--- src/rtl/mem_pkg.sv ---
// rtl/mem_pkg.sv - shared types, constants and address mapping for the MEM-stage SRAM controller
//
// Purpose: controller state encoding, default SRAM base address and the
// byte-address to SRAM-word mapping used by mem_stage_sram_ctrl.
// Ports: none (package).
package mem_pkg;

    typedef enum logic [1:0] {
        IDLE,
        LOW,
        HIGH,
        DONE
    } mem_state_t;

    localparam logic [31:0] MEM_BASE_ADDR = 32'd1024;

    // Word index of a byte address relative to the SRAM base, mod 2^32.
    // Bits [1:0] of the offset are dropped: accesses are word-aligned only.
    // The caller truncates the result to its SRAM word width.
    function automatic logic [31:0] map_addr(input logic [31:0] byte_addr,
                                             input logic [31:0] base = MEM_BASE_ADDR);
        return (byte_addr - base) >> 2;
    endfunction

endpackage

--- src/rtl/sram_half_seq.sv ---
// rtl/sram_half_seq.sv - per-half access timer with last-cycle strobe and WE_N shaping
//
// Purpose: counts the cycles one 16-bit half is held on the SRAM pins and
// tells the controller when the half ends and what WE_N must be next cycle.
// Ports:
//   clk, rst   clock, asynchronous active-high reset
//   active     controller is in a LOW or HIGH half
//   high_half  current half is the high half
//   write      current access is a store
//   last       this is the final cycle of the current half
//   we_n_next  value WE_N must take on the following cycle
module sram_half_seq #(
    parameter int ACCESS_CYCLES = 2
) (
    input  logic clk,
    input  logic rst,
    input  logic active,
    input  logic high_half,
    input  logic write,
    output logic last,
    output logic we_n_next
);

    logic [3:0] count;
    logic [3:0] last_idx;

    // The high half opens with a WE_N-high gap cycle; with single-cycle
    // halves it is stretched by one cycle so the strobe still gets a cycle.
    assign last_idx  = (high_half && ACCESS_CYCLES == 1) ? 4'd1 : 4'(ACCESS_CYCLES - 1);
    assign last      = active && (count == last_idx);

    // Strobe stays low through a write half and lifts on its final cycle,
    // which yields the gap at the start of HIGH and the release into DONE.
    assign we_n_next = ~(write & ~last);

    always_ff @(posedge clk or posedge rst) begin
        if (rst) begin
            count <= 4'd0;
        end else if (!active || last) begin
            count <= 4'd0;
        end else begin
            count <= count + 4'd1;
        end
    end

endmodule

--- src/rtl/mem_stage_sram_ctrl.sv ---
// rtl/mem_stage_sram_ctrl.sv - MEM-stage controller doing 32-bit loads/stores as two 16-bit SRAM accesses
//
// Purpose: consumes the execute-stage address/data, runs the low then high
// half access on an asynchronous 16-bit SRAM, and holds ready low while busy
// so the pipeline can freeze on ~ready.
// Ports:
//   clk, rst              clock, asynchronous active-high reset
//   MEM_R_EN, MEM_W_EN    load / store request, held until ready
//   ALU_result, Val_Rm    byte address, store data
//   read_data             load result, valid when ready after a load
//   ready                 no access pending or access completing this cycle
//   SRAM_ADDR             half-word address (registered)
//   SRAM_WE_N             active-low write strobe (registered)
//   SRAM_DQ_out/_oe/_in   pad write data, pad drive enable, pad read data
module mem_stage_sram_ctrl
    import mem_pkg::*;
#(
    parameter int          ACCESS_CYCLES = 2,
    parameter logic [31:0] BASE_ADDR     = MEM_BASE_ADDR,
    parameter int          SRAM_AW       = 18
) (
    input  logic               clk,
    input  logic               rst,
    input  logic               MEM_R_EN,
    input  logic               MEM_W_EN,
    input  logic [31:0]        ALU_result,
    input  logic [31:0]        Val_Rm,
    output logic [31:0]        read_data,
    output logic               ready,
    output logic [SRAM_AW-1:0] SRAM_ADDR,
    output logic               SRAM_WE_N,
    output logic [15:0]        SRAM_DQ_out,
    output logic               SRAM_DQ_oe,
    input  logic [15:0]        SRAM_DQ_in
);

    mem_state_t         state;
    logic               op_write;
    logic [31:0]        data_q;
    logic [SRAM_AW-2:0] word_q;
    logic [SRAM_AW-2:0] word_in;
    logic               req;
    logic               active;
    logic               half_last;
    logic               we_n_next;

    assign word_in = (SRAM_AW-1)'(map_addr(ALU_result, BASE_ADDR));
    assign req     = MEM_R_EN | MEM_W_EN;
    assign active  = (state == LOW) || (state == HIGH);

    // Combinational in IDLE so an idle pipeline never stalls, and a fresh
    // request freezes it in the very cycle it appears.
    assign ready   = ((state == IDLE) && !req) || (state == DONE);

    sram_half_seq #(
        .ACCESS_CYCLES(ACCESS_CYCLES)
    ) u_half_seq (
        .clk      (clk),
        .rst      (rst),
        .active   (active),
        .high_half(state == HIGH),
        .write    (op_write),
        .last     (half_last),
        .we_n_next(we_n_next)
    );

    always_ff @(posedge clk or posedge rst) begin
        if (rst) begin
            state       <= IDLE;
            read_data   <= 32'd0;
            SRAM_ADDR   <= '0;
            SRAM_WE_N   <= 1'b1;
            SRAM_DQ_oe  <= 1'b0;
            SRAM_DQ_out <= 16'd0;
            op_write    <= 1'b0;
            data_q      <= 32'd0;
            word_q      <= '0;
        end else begin
            case (state)
                IDLE: begin
                    if (req) begin
                        // Pins are registered, so the low half is set up
                        // on this edge and is live from the first LOW cycle.
                        op_write    <= MEM_W_EN;
                        data_q      <= Val_Rm;
                        word_q      <= word_in;
                        SRAM_ADDR   <= {word_in, 1'b0};
                        SRAM_WE_N   <= ~MEM_W_EN;
                        SRAM_DQ_oe  <= MEM_W_EN;
                        SRAM_DQ_out <= Val_Rm[15:0];
                        state       <= LOW;
                    end
                end
                LOW: begin
                    SRAM_WE_N <= we_n_next;
                    if (half_last) begin
                        if (!op_write) begin
                            read_data[15:0] <= SRAM_DQ_in;
                        end
                        SRAM_ADDR   <= {word_q, 1'b1};
                        SRAM_DQ_out <= data_q[31:16];
                        state       <= HIGH;
                    end
                end
                HIGH: begin
                    SRAM_WE_N <= we_n_next;
                    if (half_last) begin
                        if (!op_write) begin
                            read_data[31:16] <= SRAM_DQ_in;
                        end
                        SRAM_DQ_oe <= 1'b0;
                        state      <= DONE;
                    end
                end
                DONE: begin
                    // Requests are not sampled here: the pipeline advances
                    // on this edge and presents its next request in IDLE.
                    state <= IDLE;
                end
                default: begin
                    state <= IDLE;
                end
            endcase
        end
    end

endmodule

--- config.mk ---
export PLATFORM = sky130hd
export DESIGN_NAME = mem_stage_sram_ctrl
export DESIGN_NICKNAME = d
export VERILOG_FILES = /design/src/rtl/mem_pkg.sv /design/src/rtl/sram_half_seq.sv /design/src/rtl/mem_stage_sram_ctrl.sv
export SDC_FILE = /design/constraint.sdc
export NUM_CORES = 1
export LEC_CHECK = 0
export CAP_MARGIN = 0
export CELL_PAD_IN_SITES_DETAIL_PLACEMENT = 1
export CELL_PAD_IN_SITES_GLOBAL_PLACEMENT = 1
export CORE_MARGIN = 2
export CORE_UTILIZATION = 33
export CTS_CLUSTER_DIAMETER = 120
export DETAILED_ROUTE_END_ITERATION = 16
export GPL_TIMING_DRIVEN = 0
export PLACE_DENSITY = 0.76
export SLEW_MARGIN = 20
export SYNTH_ARGS = -nofsm -noshare
export SYNTH_HDL_FRONTEND = slang
export SYNTH_SLANG_ARGS = --single-unit
--- constraint.sdc ---
create_clock -name clk -period 3.15 [get_ports clk]
set_clock_uncertainty 0.2 [all_clocks]
set_input_delay 0.315 -clock clk [delete_from_list [all_inputs] [get_ports clk]]
set_output_delay 0.315 -clock clk [all_outputs]
set_load 0.05 [all_outputs]
# Word level (Yosys, flattened, before mapping)
# Cells that the tools add are included.
# word_totals
word_cells	61
in_bits	84
out_inout_bits	69
regBits	124
# op_classes
add_sub_neg	2
mux	16
eq_ne	7
n_bitwise	6
reduce_logical	19
# op_table
cell	count
$mux W18	2
$pmux W18 S2	1
$mux W16	2
$pmux W16 S2	1
$sub A19 B11 Y19 const B	1
$reduce_and A3 Y1	5
$pmux W2 S4	1
$mux W2	3
$reduce_bool A2 Y1	3
$add A4 B1 Y4 const B	1
$eq A2 B2 Y1 const B	2
$eq A4 B1 Y1 const B	1
$mux W4	1
$ne A2 B2 Y1 const B	2
$not A1 Y1	4
$pmux W1 S2	2
$reduce_and A2 Y1	2
$logic_or A1 B1 Y1	3
$mux W1	3
$eq A2 B1 Y1 const B	1
$logic_and A1 B1 Y1	2
$logic_not A1 Y1	2
$logic_not A2 Y1	1
$ne A2 B1 Y1 const B	1
other kinds (3)	3

# Logic depth before layout (Yosys ltp)
# depth
word_depth	7
depth_mapped	9
mapped_depth_nobuf	6

# By module
# Synthesis repeated with hierarchy kept, for this count alone.
# hier_totals
hier_cells	379
hier_area_um2	4702.0
# modules_own_cells
module	instances	seq_area_each_um2	cells_per_inst	area_per_inst_um2
mem_stage_sram_ctrl	1	2603.7	358	4486.8
sram_half_seq	1	100.1	21	215.2

# Least setup slack after synthesis
# Ideal clock, no wire load.
# synth_timing
path_type	register -> register
start	register state[0]
end	register SRAM_DQ_out[10]
path_buffers	3
slack_ns	1.100
t_required_ns	2.818
stages_incl_launch_ff	10
synth_period_minus_slack_ns	2.050
arrival_ns	1.717
cell_sequence	dfrtp_1 inv_1 ha_1 nand4bb_1 buf_4 a22o_1 buf_6 buf_6 nand2_1 o21ai_1
# synth_via
elab_chain_len	5
# synth_lines
element	line_no	text
from (decl)	mem_stage_sram_ctrl.sv:37	mem_state_t state;
from (signal assigned)	mem_stage_sram_ctrl.sv:69	state <= IDLE;
from (signal assigned)	mem_stage_sram_ctrl.sv:91	state <= LOW;
from (signal assigned)	mem_stage_sram_ctrl.sv:102	state <= HIGH;
$eq A2 B1 Y1 or $eq A2 B2 Y1 (tied branches)	mem_stage_sram_ctrl.sv:49, mem_stage_sram_ctrl.sv:79	
$logic_or A1 B1 Y1	mem_stage_sram_ctrl.sv:49	assign active = (state == LOW) || (state == HIGH);
$logic_and A1 B1 Y1	sram_half_seq.sv:30	assign last = active && (count == last_idx);
$ne A2 B1 Y1 (no source line)	-	
$reduce_and A3 Y1 (no source line)	-	
to (signal assigned)	mem_stage_sram_ctrl.sv:90	SRAM_DQ_out <= Val_Rm[15:0];
to (signal assigned)	mem_stage_sram_ctrl.sv:101	SRAM_DQ_out <= data_q[31:16];
to (decl)	mem_stage_sram_ctrl.sv:32	output logic [15:0] SRAM_DQ_out,
# Parallel ways exist; a longest one is shown, timed or not.
# A chain may end at the register's enable or synchronous reset.

# Final worst setup path
# layout_timing
start	register state[0]
end	output port ready
# layout_via
elab_chain_len	3
# layout_lines
element	line_no	text
$logic_not A2 Y1	mem_stage_sram_ctrl.sv:53	assign ready = ((state == IDLE) && !req) || (state == DONE);
$logic_and A1 B1 Y1	mem_stage_sram_ctrl.sv:53	
$logic_or A1 B1 Y1 *	mem_stage_sram_ctrl.sv:53	
to (decl)	mem_stage_sram_ctrl.sv:29	output logic ready,
# Mark *: on every way between the ends. The rest lies on a longest branch, timed or not.

==> flow_summary.toml <==
[clock_tree]
clock-sinks = 108
cts_resized = 0
cts-root-buf = "clkbuf_16"
cts_buffer_depth = 2
postCtsSetupBuffers = 0
hold_buffers = 0
insertion_delay_ns = 0.34
htreeDepth = 3
clk_pin_slew_worst_paths_ns = 0.08
numCtsBuffers = 9
cts_tree = "built"

[floorplan]
dieArea_mm2 = 0.0154
fp.dieH_um = 124
fp.dieW_um = 124
coreArea_mm2 = 0.0140
initial_utilization_pct = 34.0
rows = 43
ios = 153

[yosys]
yosysTopAreaCell = "dfrtp_1"
syn_nets = 469
ys_async_sr_fraction_pct = 100
postSynthAreaPerCell_um2 = 12.6
synth_cells = 377
synth-main-ff-cell = "dfrtp_1"
synth_edf_count = 0
ys_seq_elements = 108
synth_top_family_by_area = "multiplexers"
synth-compound-area-share_pct = 7.33
synth_xor_area_share_pct = 1.66
ys_warn_count = 0
ys_types = 38
synth.most_common_cell = "dfrtp_1"
syn-cell-area_mm2 = 0.00476
yosysTopAreaCellShare_pct = 56.2
synth_commonest_cells = "107 x dfrtp_1, 50 x nand2_1, 38 x mux2_2, 24 x mux2i_1, 24 x o21ai_0"
netlist_top_cells_area = "dfrtp_1 56%, mux2_2 9.0%, mux2_4 6.3%"
synthMuxAreaShare_pct = 20.3
synthSimpleGateAreaFrac_pct = 8.64
ys_seq_area_share_pct = 56.8
yosys.area_share.adder_pct = 2.10

[power]
internal-power_w = 0.00448
leakagePower_nw = 2.93
combPwrFrac_pct = 55.4
clkPwrFrac_pct = 14.3
switchingPower_w = 0.00371
vdd_drop_max_mv = 0.326
seqPwrFrac_pct = 30.3
p_sw_share_pct = 45.3
powerDensity_mw_per_mm2 = 1220

[global_routing]
grt_pass1_vias = 3823
grt_usage_pct = 17.1
overflow = 0
grt_max_degree = 35
antenna_found_initial = 0
grt_pass1_wl_mm = 19.9

[layout]
area_delta_synth_final_pct = 41.4
stdcell_count = 713
layout.nets = 620
diodes = 0
drive_above_1_share_pct = 19.5

[sta]
rsz0062_at_grt = "no"
holdWs_ns = 0.131
max_freq_ghz = 0.343
drv_slew = 0
hold_viol = 0
fin_tns_setup_ns = 0
period_minus_slack_ns = 2.91
setup_viol = 0
tightest_slew_ns = 0.618
finalCritPeriodShare_pct = 92.4
slew_headroom_pct = 58.8

[placed_design]
dp.final_hpwl_mm = 9.73
place.port_buffers = 137
placed_cells = 697
gp_congestion = 0.711

[critical_path]
critPathMaxFanout = 7
cp-start-kind = "flop"
reg2reg_setup_slack_ns = 0.68
reg2reg_from = "state[0]"
worstRegToRegCells = 7
setup.worst_path.start = "state[0]"
path_class = "flop to output pin"
cp.required_ns = 2.63
cp-end-kind = "output pin"
cp.arrival_ns = 2.40
r2r_end = "SRAM_DQ_out[2]"

[routing]
drtPass1Iterations = 4
num_vias = 3424
drtIter0Drc = 115
routed_via_density = 4.80
drc_errors = 0
routedWlPerCell_um = 18.1
antenna_left = 0
routed_wl_mm = 12.9

[min_path]
min_path_type = "primary input to asynchronous set/reset pin"

[outcome]
outcome = "finished clean"

[flow_run]
cap_viol_max_count = 0
[sequential cells by signal, indices dropped and copies added, names as in the netlist]
name and cells:
data_q 16, state 2, u_half_seq.count 4, SRAM_DQ_out 16
op_write 1, read_data 32, SRAM_DQ_oe 1, SRAM_WE_N 1
word_q 17, SRAM_ADDR 18
[area by class of cell]
type	instances	area, um2
Timing Repair Buffer	140	1430
Fill cell	1467	7260
Buffer	19	124
Clock buffer	10	239
Tap cell	180	225
Inverter	7	30.0
Clock inverter	6	71.3
Sequential cell	108	2700
Multi-Input combinational cell	243	1910
[worst max-delay path by stage]
stage | endpoint | slack, ns | cells after the start
2_1_floorplan | SRAM_DQ_out[10] | 1.10 | 9
3_3_place_gp | SRAM_ADDR[13] | 0.27 | 2
3_5_place_dp | ready | 0.52 | 5
4_1_cts | ready | 0.21 | 5
5_1_grt | ready | 0.09 | 5
6_report | ready | 0.24 | 5
[layout by cell type, fill, tap and decap left out, drive strengths merged, types with 4 or more instances in the layout]
cell type,instances
a21oi,4
buf,17
clkbuf,15
clkdlybuf4s50,137
dfrtp,107
ha,8
inv,8
mux2,58
mux2i,24
nand2,52
nand3,6
nor2,13
o211ai,4
o21ai,45
xnor2,7
[metrics by stage]
stage | util, % | total power [W] | cell area (um2) | setup slack (ns)
2_1_floorplan | - | 0.00554 | 4770 | 1.10
3_3_place_gp | 45.5 | 0.00691 | 6360 | 0.272
3_5_place_dp | 45.9 | 0.00709 | 6420 | 0.521
4_1_cts | 48.1 | 0.00829 | 6730 | 0.206
5_1_grt | 48.1 | 0.00867 | 6730 | 0.0931
6_report | 48.1 | 0.00819 | 6730 | 0.239
[worst max-delay path: stages (launching register included)]
cell and delay [ns]:
dfrtp_1 0.42, inv_1 0.12, ha_1 0.28, and2_1 0.27, or2_2 0.14, clkdlybuf4s50_1 0.82
[power by group through the flow]
stage                     sequential, W  combinational [W]  clock [W]
final                           0.00248            0.00454    0.00117
after floorplan                 0.00393            0.00161          0
after global routing            0.00257            0.00484    0.00126
after global placement          0.00246            0.00446          0
after CTS                       0.00249            0.00460    0.00120
after detailed placement        0.00250            0.00459          0
[logic make-up after synthesis]
| kind of cell | Yosys count |
|---|---|
| adders and majority gates | 8 |
| and+or+nand+nor | 84 |
| AOI/OAI and AO/OA | 60 |
| xor gates and xnor gates | 9 |
| muxes | 82 |
| DFF | 108 |
| buffers and inverters | 26 |
[routing by layer]
metal  share of wire [%]  routed length [um]  global-route usage [%]  vias to the layer above
met5                   0                   0                       0                        -
met4                 1.6                 203                    4.99                        0
met3                 4.0                 517                    3.11                       12
met2                  52                6740                    30.9                       70
met1                  42                5440                    20.7                     1742
li1                    -                   -                       -                     1600
No activity file was read; power rests on OpenSTA's default activity.
